==> src/rtl/mmio_timer.sv <==
// Memory-mapped one-shot down-counting timer with a programmable prescaler.
// Single-cycle registered bus: every cycle with cs high is acknowledged one cycle later.
module mmio_timer #(
   parameter logic [31:0] NAME0   = 32'h746d6572,
   parameter logic [31:0] VERSION = 32'h00000001
) (
   input  logic        clk,
   input  logic        reset,
   input  logic        cs,
   input  logic        we,
   input  logic [7:0]  address,
   input  logic [31:0] write_data,
   output logic [31:0] read_data,
   output logic        ready,
   output logic        running,
   output logic        expired
);

   localparam logic [7:0] AddrName0   = 8'h00;
   localparam logic [7:0] AddrVersion = 8'h02;
   localparam logic [7:0] AddrCtrl    = 8'h08;
   localparam logic [7:0] AddrStatus  = 8'h09;
   localparam logic [7:0] AddrPresc   = 8'h0a;
   localparam logic [7:0] AddrTimer   = 8'h0b;

   logic [31:0] prescaler_q;
   logic [31:0] timer_q;     // TIMER register doubles as the live down-counter
   logic [31:0] pre_ctr_q;
   logic        running_q;
   logic        expired_q;
   logic        ready_q;
   logic [31:0] read_data_q;

   logic        bus_wr;
   logic        bus_rd;
   logic        ctrl_wr;
   logic        stop_req;
   logic        start_req;
   logic        final_tick;
   logic [31:0] presc_eff;
   logic [31:0] rd_mux;

   always_comb begin
      bus_wr     = cs & we;
      bus_rd     = cs & ~we;
      ctrl_wr    = bus_wr && (address == AddrCtrl);
      stop_req   = ctrl_wr && write_data[1];
      start_req  = ctrl_wr && write_data[0] && !write_data[1] && !running_q
                   && (timer_q != 32'd0);
      presc_eff  = (prescaler_q == 32'd0) ? 32'd1 : prescaler_q;
      final_tick = running_q && (pre_ctr_q <= 32'd1) && (timer_q == 32'd1);
   end

   always_comb begin
      rd_mux = 32'h0;
      case (address)
         AddrName0:   rd_mux = NAME0;
         AddrVersion: rd_mux = VERSION;
         AddrStatus:  rd_mux = {31'h0, running_q};
         AddrPresc:   rd_mux = prescaler_q;
         AddrTimer:   rd_mux = timer_q;
         default:     rd_mux = 32'h0;
      endcase
   end

   always_ff @(posedge clk) begin
      if (reset) begin
         prescaler_q <= 32'h0;
         timer_q     <= 32'h0;
         pre_ctr_q   <= 32'h0;
         running_q   <= 1'b0;
         expired_q   <= 1'b0;
         ready_q     <= 1'b0;
         read_data_q <= 32'h0;
      end else begin
         ready_q     <= cs;
         read_data_q <= bus_rd ? rd_mux : 32'h0;
         // A stop landing on the final count suppresses the pulse but still lets t_ctr reach 0.
         expired_q   <= final_tick && !stop_req;

         if (running_q) begin
            if (pre_ctr_q > 32'd1) begin
               pre_ctr_q <= pre_ctr_q - 32'd1;
            end else begin
               pre_ctr_q <= presc_eff;
               if (timer_q != 32'd0) begin
                  timer_q <= timer_q - 32'd1;
               end
            end
            if (stop_req || final_tick) begin
               running_q <= 1'b0;
            end
         end else begin
            if (start_req) begin
               pre_ctr_q <= presc_eff;
               running_q <= 1'b1;
            end
            if (bus_wr && (address == AddrPresc)) begin
               prescaler_q <= write_data;
            end
            if (bus_wr && (address == AddrTimer)) begin
               timer_q <= write_data;
            end
         end
      end
   end

   assign read_data = read_data_q;
   assign ready     = ready_q;
   assign running   = running_q;
   assign expired   = expired_q;

endmodule

==> config.mk <==
export PLATFORM = sky130hd
export DESIGN_NAME = mmio_timer
export DESIGN_NICKNAME = d
export VERILOG_FILES = /design/src/rtl/mmio_timer.sv
export SDC_FILE = /design/constraint.sdc
export NUM_CORES = 1
export LEC_CHECK = 0
export CORE_MARGIN = 1
export CORE_UTILIZATION = 51
export CTS_CLUSTER_SIZE = 25
export DETAILED_ROUTE_END_ITERATION = 8
export PLACE_DENSITY_LB_ADDON = 0.25
export SYNTH_ARGS = -nofsm -noshare
export SYNTH_HDL_FRONTEND = slang
export SYNTH_SLANG_ARGS = --single-unit
==> constraint.sdc <==
create_clock -name clk -period 2.6 [get_ports clk]
set_input_delay 0.52 -clock clk [delete_from_list [all_inputs] [get_ports clk]]
set_output_delay 0.52 -clock clk [all_outputs]
set_load 0.05 [all_outputs]
==> flow_metrics.tcl, run 1 <==
set metrics [dict create \
    hp-class "input pin to flop" \
    cp_max_fo 8 \
    antenna-diode-count 0 \
    tightestPinTransition_ns 0.7063 \
    synth_cell_types 66 \
    power.density_nw_per_um2 530.1 \
    netlist_area_um2 6628 \
    crit_chain "nor4_1 -> and4_1 -> and4_2 -> o31ai_4 -> buf_4 -> buf_4 -> buf_4 -> a221oi_1" \
    synth_sequential_area_ratio_pct 39.57 \
    timing.fmax_mhz 390.1 \
    worst_rel_slew_slack_pct 52.91 \
    hold_end "ready$_SDFF_PP0_" \
    fin_nets 1009 \
    switchingPower_uw 1011 \
    grt_pass1_wl_um 35040 \
    ctsRootBufferMaster "sky130_fd_sc_hd__clkbuf_16" \
    port-buffer-count 78 \
    drtAntennaViolNets 0 \
    final_setup_slack_of_the_worst_path_ns 0.03643 \
    max_stage_delay_ns 0.47 \
    ff2ff_setup_slack_ns 0.04 \
    areaGrowthSynthToFinish_pct 31.73 \
    startpoint_class "flop" \
    synthesis.yosys.warnings 0 \
    critical_path.most_common_cell "sky130_fd_sc_hd__buf_4" \
    finalHoldWorstSlack_ns 0.3565 \
    share_seq_of_total_power_pct 43.4 \
    gp_congestion 0.9044 \
    routed-via-count 7403 \
    crit_path_top_delay_cell "sky130_fd_sc_hd__nor4_1" \
    yosys.cell_count.top_type "sky130_fd_sc_hd__a21oi_1" \
    floorplan.die.width_um 116.0 \
    criticalPathCategory "flop to flop" \
    finClkSkew_ns 0.008439 \
    grt_util_all_layers_pct 34.16 \
    synth.area.top_cells "sky130_fd_sc_hd__dfxtp_1 (40%), sky130_fd_sc_hd__a21oi_1 (10%), sky130_fd_sc_hd__nand2_1 (6.2%)" \
    crit_start "timer_q[8]$_SDFFE_PP0P_" \
    tns_ns 0 \
    timing.final.max_slew_violations 0 \
    dieArea_um2 13450 \
    num_rows 41 \
    syn_inst 853 \
    dp_hpwl_um 15060 \
    post_synth_edffs 0 \
    number_of_buffers_inserted_during_clock_tree_synthesis 17 \
    first_global_vias 6720 \
    io_pins 79 \
    holdCritStartpoint "reset" \
    filler_cell_count 1050 \
    clk_pin_slew_ns 0.06 \
    grt_max_degree 92 \
    finalHoldViolations 0 \
    detail_route.vias_per_cell 6.466 \
    floorplan.core_area_um2 12620 \
    grt_overflow 0 \
    timing.critical_path.required_ns 2.91 \
    power.static_leakage_uw 0.003059 \
    cts_tree "done" \
    share_clk_of_total_power_pct 52.6 \
    drcViolationCount 0 \
    htree_num_levels 4 \
    chipHeight_um 116.0 \
    post_synth_net_total 902 \
    clock_sink_count 131 \
    r2r_start "timer_q[8]$_SDFFE_PP0P_" \
    status "completed" \
    crit_arrival_ns 2.87 \
    comb_power_share_pct 4.0 \
    route.final.wire_length_um 22600 \
    ys_seq_elements 131 \
    worst_skew_pair.late_latency_ns 0.42 \
    final_area_um2 8731 \
    ctsHoldBuffers 0 \
    internal_power_uw 3617 \
    setup.worst_path.end_class "flop" \
    clockBufferDepth 2 \
    placed_cell_area_um2 8011 \
    reg2reg_to "timer_q[0]$_SDFFE_PP0P_" \
    ir_drop_mv 0.4527 \
    synth_top_cell_by_area "sky130_fd_sc_hd__dfxtp_1" \
    synth_top_flop_cell "sky130_fd_sc_hd__dfxtp_1" \
    synth_top_cell_area_share_pct 39.57 \
    antenna_found_initial 0 \
    syn-mean-instance-area_um2 7.770 \
    r2r_cells 8 \
    route.detailed.wl_per_inst_um 19.74 \
    hold_depth 2 \
    async_reset_ff_share_pct 0 \
    post-place-ws_ns -0.4723 \
    drt_iter0_markers 1043 \
    initial_core_util_pct 52.52 \
    finalCritPeriodShare_pct 98.60 \
    switching_share_pct 21.85 \
    synth_commonest_cells "sky130_fd_sc_hd__a21oi_1 (132), sky130_fd_sc_hd__dfxtp_1 (131), sky130_fd_sc_hd__nand2_1 (110)" \
    cap_violations 0 \
    final_critical_path_required_period_ns 2.564 \
    layout_cells_sized_above_1_pct 14.49 \
    drt_pass1_iterations 5 \
    timing.final.setup_violations 0 \
]
[final cells by class]
| class | instances | area (µm²) | area share [%] |
|---|---|---|---|
| tap | 172 | 215.2 | 2.465 |
| inverter | 14 | 52.55 | 0.6019 |
| sequential | 131 | 2624 | 30.05 |
| clock inverter | 11 | 125.1 | 1.433 |
| multi-input combinational | 643 | 3727 | 42.69 |
| clock buffer | 21 | 480.5 | 5.503 |
| timing repair buffer | 153 | 1506 | 17.25 |
[timing repair]
action,CTS,global route
endpoints found under the setup margin,7,37
buffers inserted,2,1
pin swaps,9,3
cloned,2,0
gates resized for setup,14,3
[critical path, delay by kind of cell (launching register included)]
kind                   cells  cell delay (ns)
AND/OR/NAND/NOR            3             1.19
buffers and inverters      3             0.50
AO/OA/AOI/OAI              2             0.40
flip-flops                 1             0.36
[logic make-up (layout without fill, tap and decap cells)]
kind of cell	count (synthesis)	after routing	share of synthesized area, %
simple gates	327	327	25.03
compound gates	300	300	28.11
flops	131	131	39.57
buf+inv	79	199	4.776
xor+xnor	7	7	0.9251
fa+ha+maj	5	5	0.9439
mux	4	4	0.6419
[power by group through the flow]
stage / Clock, µW / Sequential, µW / Combinational (µW)
after global placement: 0 / 2050 / 178
after CTS: 2450 / 2010 / 181
after detailed placement: 0 / 2050 / 181
after floorplan: 0 / 2060 / 59.6
after global routing: 2550 / 2010 / 194
final: 2430 / 2010 / 185
[registers in the layout (all words and copies together), names as in the netlist]
register	cells
expired	1
pre_ctr_q	32
prescaler_q	32
read_data	32
ready	1
running	1
timer_q	32
[per-stage QoR]
stage	total power, µW	cells	utilization, %
after floorplan	2116	853	-
after global placement	2232	1108	63.48
after detailed placement	2235	1108	63.48
after CTS	4646	1144	69.05
after global routing	4750	1145	69.19
final	4628	1145	69.19
[layout by cell type, fill, tap and decap left out, types with 10 or more instances in the layout]
cell and n:
sky130_fd_sc_hd__buf_4 61, sky130_fd_sc_hd__buf_12 10, sky130_fd_sc_hd__clkdlybuf4s50_1 72, sky130_fd_sc_hd__nor2_1 54, sky130_fd_sc_hd__o21ai_0 42, sky130_fd_sc_hd__a22oi_1 38
sky130_fd_sc_hd__inv_1 12, sky130_fd_sc_hd__a21oi_1 132, sky130_fd_sc_hd__dfxtp_1 130, sky130_fd_sc_hd__nor4_1 29, sky130_fd_sc_hd__nand3_1 21, sky130_fd_sc_hd__clkbuf_16 17
sky130_fd_sc_hd__nor2b_1 10, sky130_fd_sc_hd__nor3_1 29, sky130_fd_sc_hd__nand2_1 110, sky130_fd_sc_hd__a211oi_1 13, sky130_fd_sc_hd__nand4_1 11, sky130_fd_sc_hd__o21ai_1 11
[per-layer routing]
metal  global-route usage (%)  wire (µm)
met1                    43.00       8838
met2                    55.99      10890
met3                    8.421       2201
met4                    13.85        675
met5                        0          0
[worst max path at each step]
stage	depth (start not counted)	slack, ns	end
floorplan	6	0.03	pre_ctr_q[17]$_SDFFE_PP0P_
global placement	9	-0.43	pre_ctr_q[24]$_SDFFE_PP0P_
detailed placement	9	-0.47	pre_ctr_q[24]$_SDFFE_PP0P_
CTS	11	0.006	pre_ctr_q[3]$_SDFFE_PP0P_
global route	8	-0.004	timer_q[0]$_SDFFE_PP0P_
finish	8	0.04	timer_q[0]$_SDFFE_PP0P_
(Power assumes the default switching activity.)
==> run 2: changes to the inputs <==
- ABC_CLOCK_PERIOD_IN_PS: not set -> 2600
- CORE_MARGIN: 1 -> 2
==> flow_metrics.tcl, run 2 (same netlist as run 1, synthesis figures left out) <==
set metrics [dict create \
    status "completed" \
    finalHoldViolations 0 \
    criticalPathCategory "input pin to flop" \
    route.final.wire_length_um 22650 \
    route.detailed.wl_per_inst_um 19.76 \
    timing.final.max_slew_violations 0 \
    ir_drop_mv 0.5604 \
    layout_cells_sized_above_1_pct 14.17 \
    routedLengthMet1_um 9006 \
    finClkSkew_ns 0.006838 \
    startpoint_class "input pin" \
    grt_util_all_layers_pct 32.72 \
    drtAntennaViolNets 0 \
    floorplan.core_area_um2 12670 \
    final_cell_mix "sky130_fd_sc_hd__a21oi_1 (132), sky130_fd_sc_hd__dfxtp_1 (130), sky130_fd_sc_hd__nand2_1 (110)" \
    gp_congestion 0.9142 \
    dieArea_um2 13920 \
    dp_hpwl_um 15430 \
    power.static_leakage_uw 0.003066 \
    hp-class "input pin to flop" \
    setup.worst_path.end_class "flop" \
    timing.critical_path.required_ns 2.89 \
    worst_skew_pair.late_latency_ns 0.43 \
    drt_pass1_iterations 7 \
    io_pins 79 \
    grt_overflow 0 \
    worst_rel_slew_slack_pct 53.47 \
    met3_wirelength_um 2054 \
    chipHeight_um 118.0 \
    crit_arrival_ns 2.82 \
    cts_tree "done" \
    floorplan.die.width_um 118.0 \
    ff2ff_setup_slack_ns 0.13 \
    first_global_vias 6950 \
    clock_sink_count 131 \
    grt_pass1_wl_um 36430 \
    antenna-diode-count 0 \
    final_critical_path_required_period_ns 2.523 \
    drt_iter0_markers 919 \
    drcViolationCount 0 \
    rsz_0062_raised_after_global_routing "no" \
    antenna_found_initial 0 \
    finalHoldWorstSlack_ns 0.3634 \
    num_rows 41 \
    final_area_um2 8751 \
    htree_num_levels 4 \
    timing.final.setup_violations 0 \
    areaGrowthSynthToFinish_pct 32.04 \
    detailroute.wirelength.met2_um 10900 \
    cp_max_fo 11 \
    grt_max_degree 92 \
    ctsRootBufferMaster "sky130_fd_sc_hd__clkbuf_16" \
    finalCritPeriodShare_pct 97.03 \
    power.density_nw_per_um2 535.9 \
    detail_route.vias_per_cell 6.371 \
    clockBufferDepth 2 \
    routed-via-count 7301 \
    top_layer "met4" \
    final_common_cell "sky130_fd_sc_hd__a21oi_1" \
    utilization_pct 69.06 \
    initial_core_util_pct 52.31 \
    port-buffer-count 78 \
    clk_pin_slew_ns 0.06 \
    power.total_uw 4689 \
    tightestPinTransition_ns 0.6980 \
    timing.fmax_mhz 396.4 \
    cap_violations 0 \
    placed_cell_area_um2 8097 \
    fin_nets 1010 \
    number_of_buffers_inserted_during_clock_tree_synthesis 17 \
]
-- run 2: changes by cell type in the layout (fill, tap and decap cells not counted), moves of 2 or more --
cell | previous run | this run
sky130_fd_sc_hd__clkinv_4 | 2 | 4
sky130_fd_sc_hd__buf_12 | 10 | 15
sky130_fd_sc_hd__clkbuf_8 | 4 | 0
sky130_fd_sc_hd__clkdlybuf4s15_1 | 2 | 0
sky130_fd_sc_hd__buf_6 | 3 | 1
sky130_fd_sc_hd__buf_16 | 2 | 0
sky130_fd_sc_hd__dlygate4sd2_1 | 1 | 4
-- run 2: layout make-up --
type	instances	area [µm²]
clock buffer	18	429.2
sequential	131	2624
fill	1069	3920
clock inverter	14	178.9
tap	172	215.2
timing repair buffer	154	1538
inverter	14	52.55
multi-input combinational	643	3714
-- run 2: worst paths after layout --
path                            depth (start not counted)                  startpoint                         end
worst min register to register                          2  pre_ctr_q[22]$_SDFFE_PP0P_  pre_ctr_q[22]$_SDFFE_PP0P_
worst max-delay path                                    9                  address[6]   pre_ctr_q[4]$_SDFFE_PP0P_
worst min-delay path                                    2                       reset            ready$_SDFF_PP0_
worst max register to register                          8  pre_ctr_q[24]$_SDFFE_PP0P_    timer_q[30]$_SDFFE_PP0P_
-- run 2: through the flow --
step | setup WS, ns | setup TNS [ns] | cells
finish | 0.07711 | 0 | 1146
global placement | -0.4584 | -24.10 | 1111
CTS | 0.02145 | 0 | 1145
global route | 0.006243 | 0 | 1146
floorplan | 0.02605 | 0 | 853
detailed placement | -0.4877 | -25.34 | 1111
-- run 2: timing repair --
| action | 4_1_cts | 5_1_grt |
|---|---|---|
| hold buffers | 0 | 0 |
| endpoints found under the setup margin | 6 | 31 |
| pin swaps | 6 | 2 |
| resized for setup | 8 | 1 |
| buffers inserted | 2 | 1 |
-- run 2: power by group --
| part | total, µW | internal [µW] | switching (µW) |
|---|---|---|---|
| Combinational | 182 | 92.4 | 89.4 |
| Clock | 2500 | 1520 | 978 |
| Sequential | 2010 | 2010 | 1.35 |
-- run 2: metal layers --
layer,vias up,track usage [%]
met4,0,14.76
met1,3436,41.39
met5,-,0
met3,59,6.686
li1,3376,-
met2,430,53.74
-- run 2: worst max-delay path, cell delays in order --
cell	delay (ns)
sky130_fd_sc_hd__dlygate4sd2_1	0.23
sky130_fd_sc_hd__or4_4	0.53
sky130_fd_sc_hd__or3_4	0.38
sky130_fd_sc_hd__buf_4	0.16
sky130_fd_sc_hd__nor4_2	0.33
sky130_fd_sc_hd__a21oi_2	0.14
sky130_fd_sc_hd__buf_4	0.22
sky130_fd_sc_hd__o21ai_0	0.20
sky130_fd_sc_hd__a21oi_1	0.11
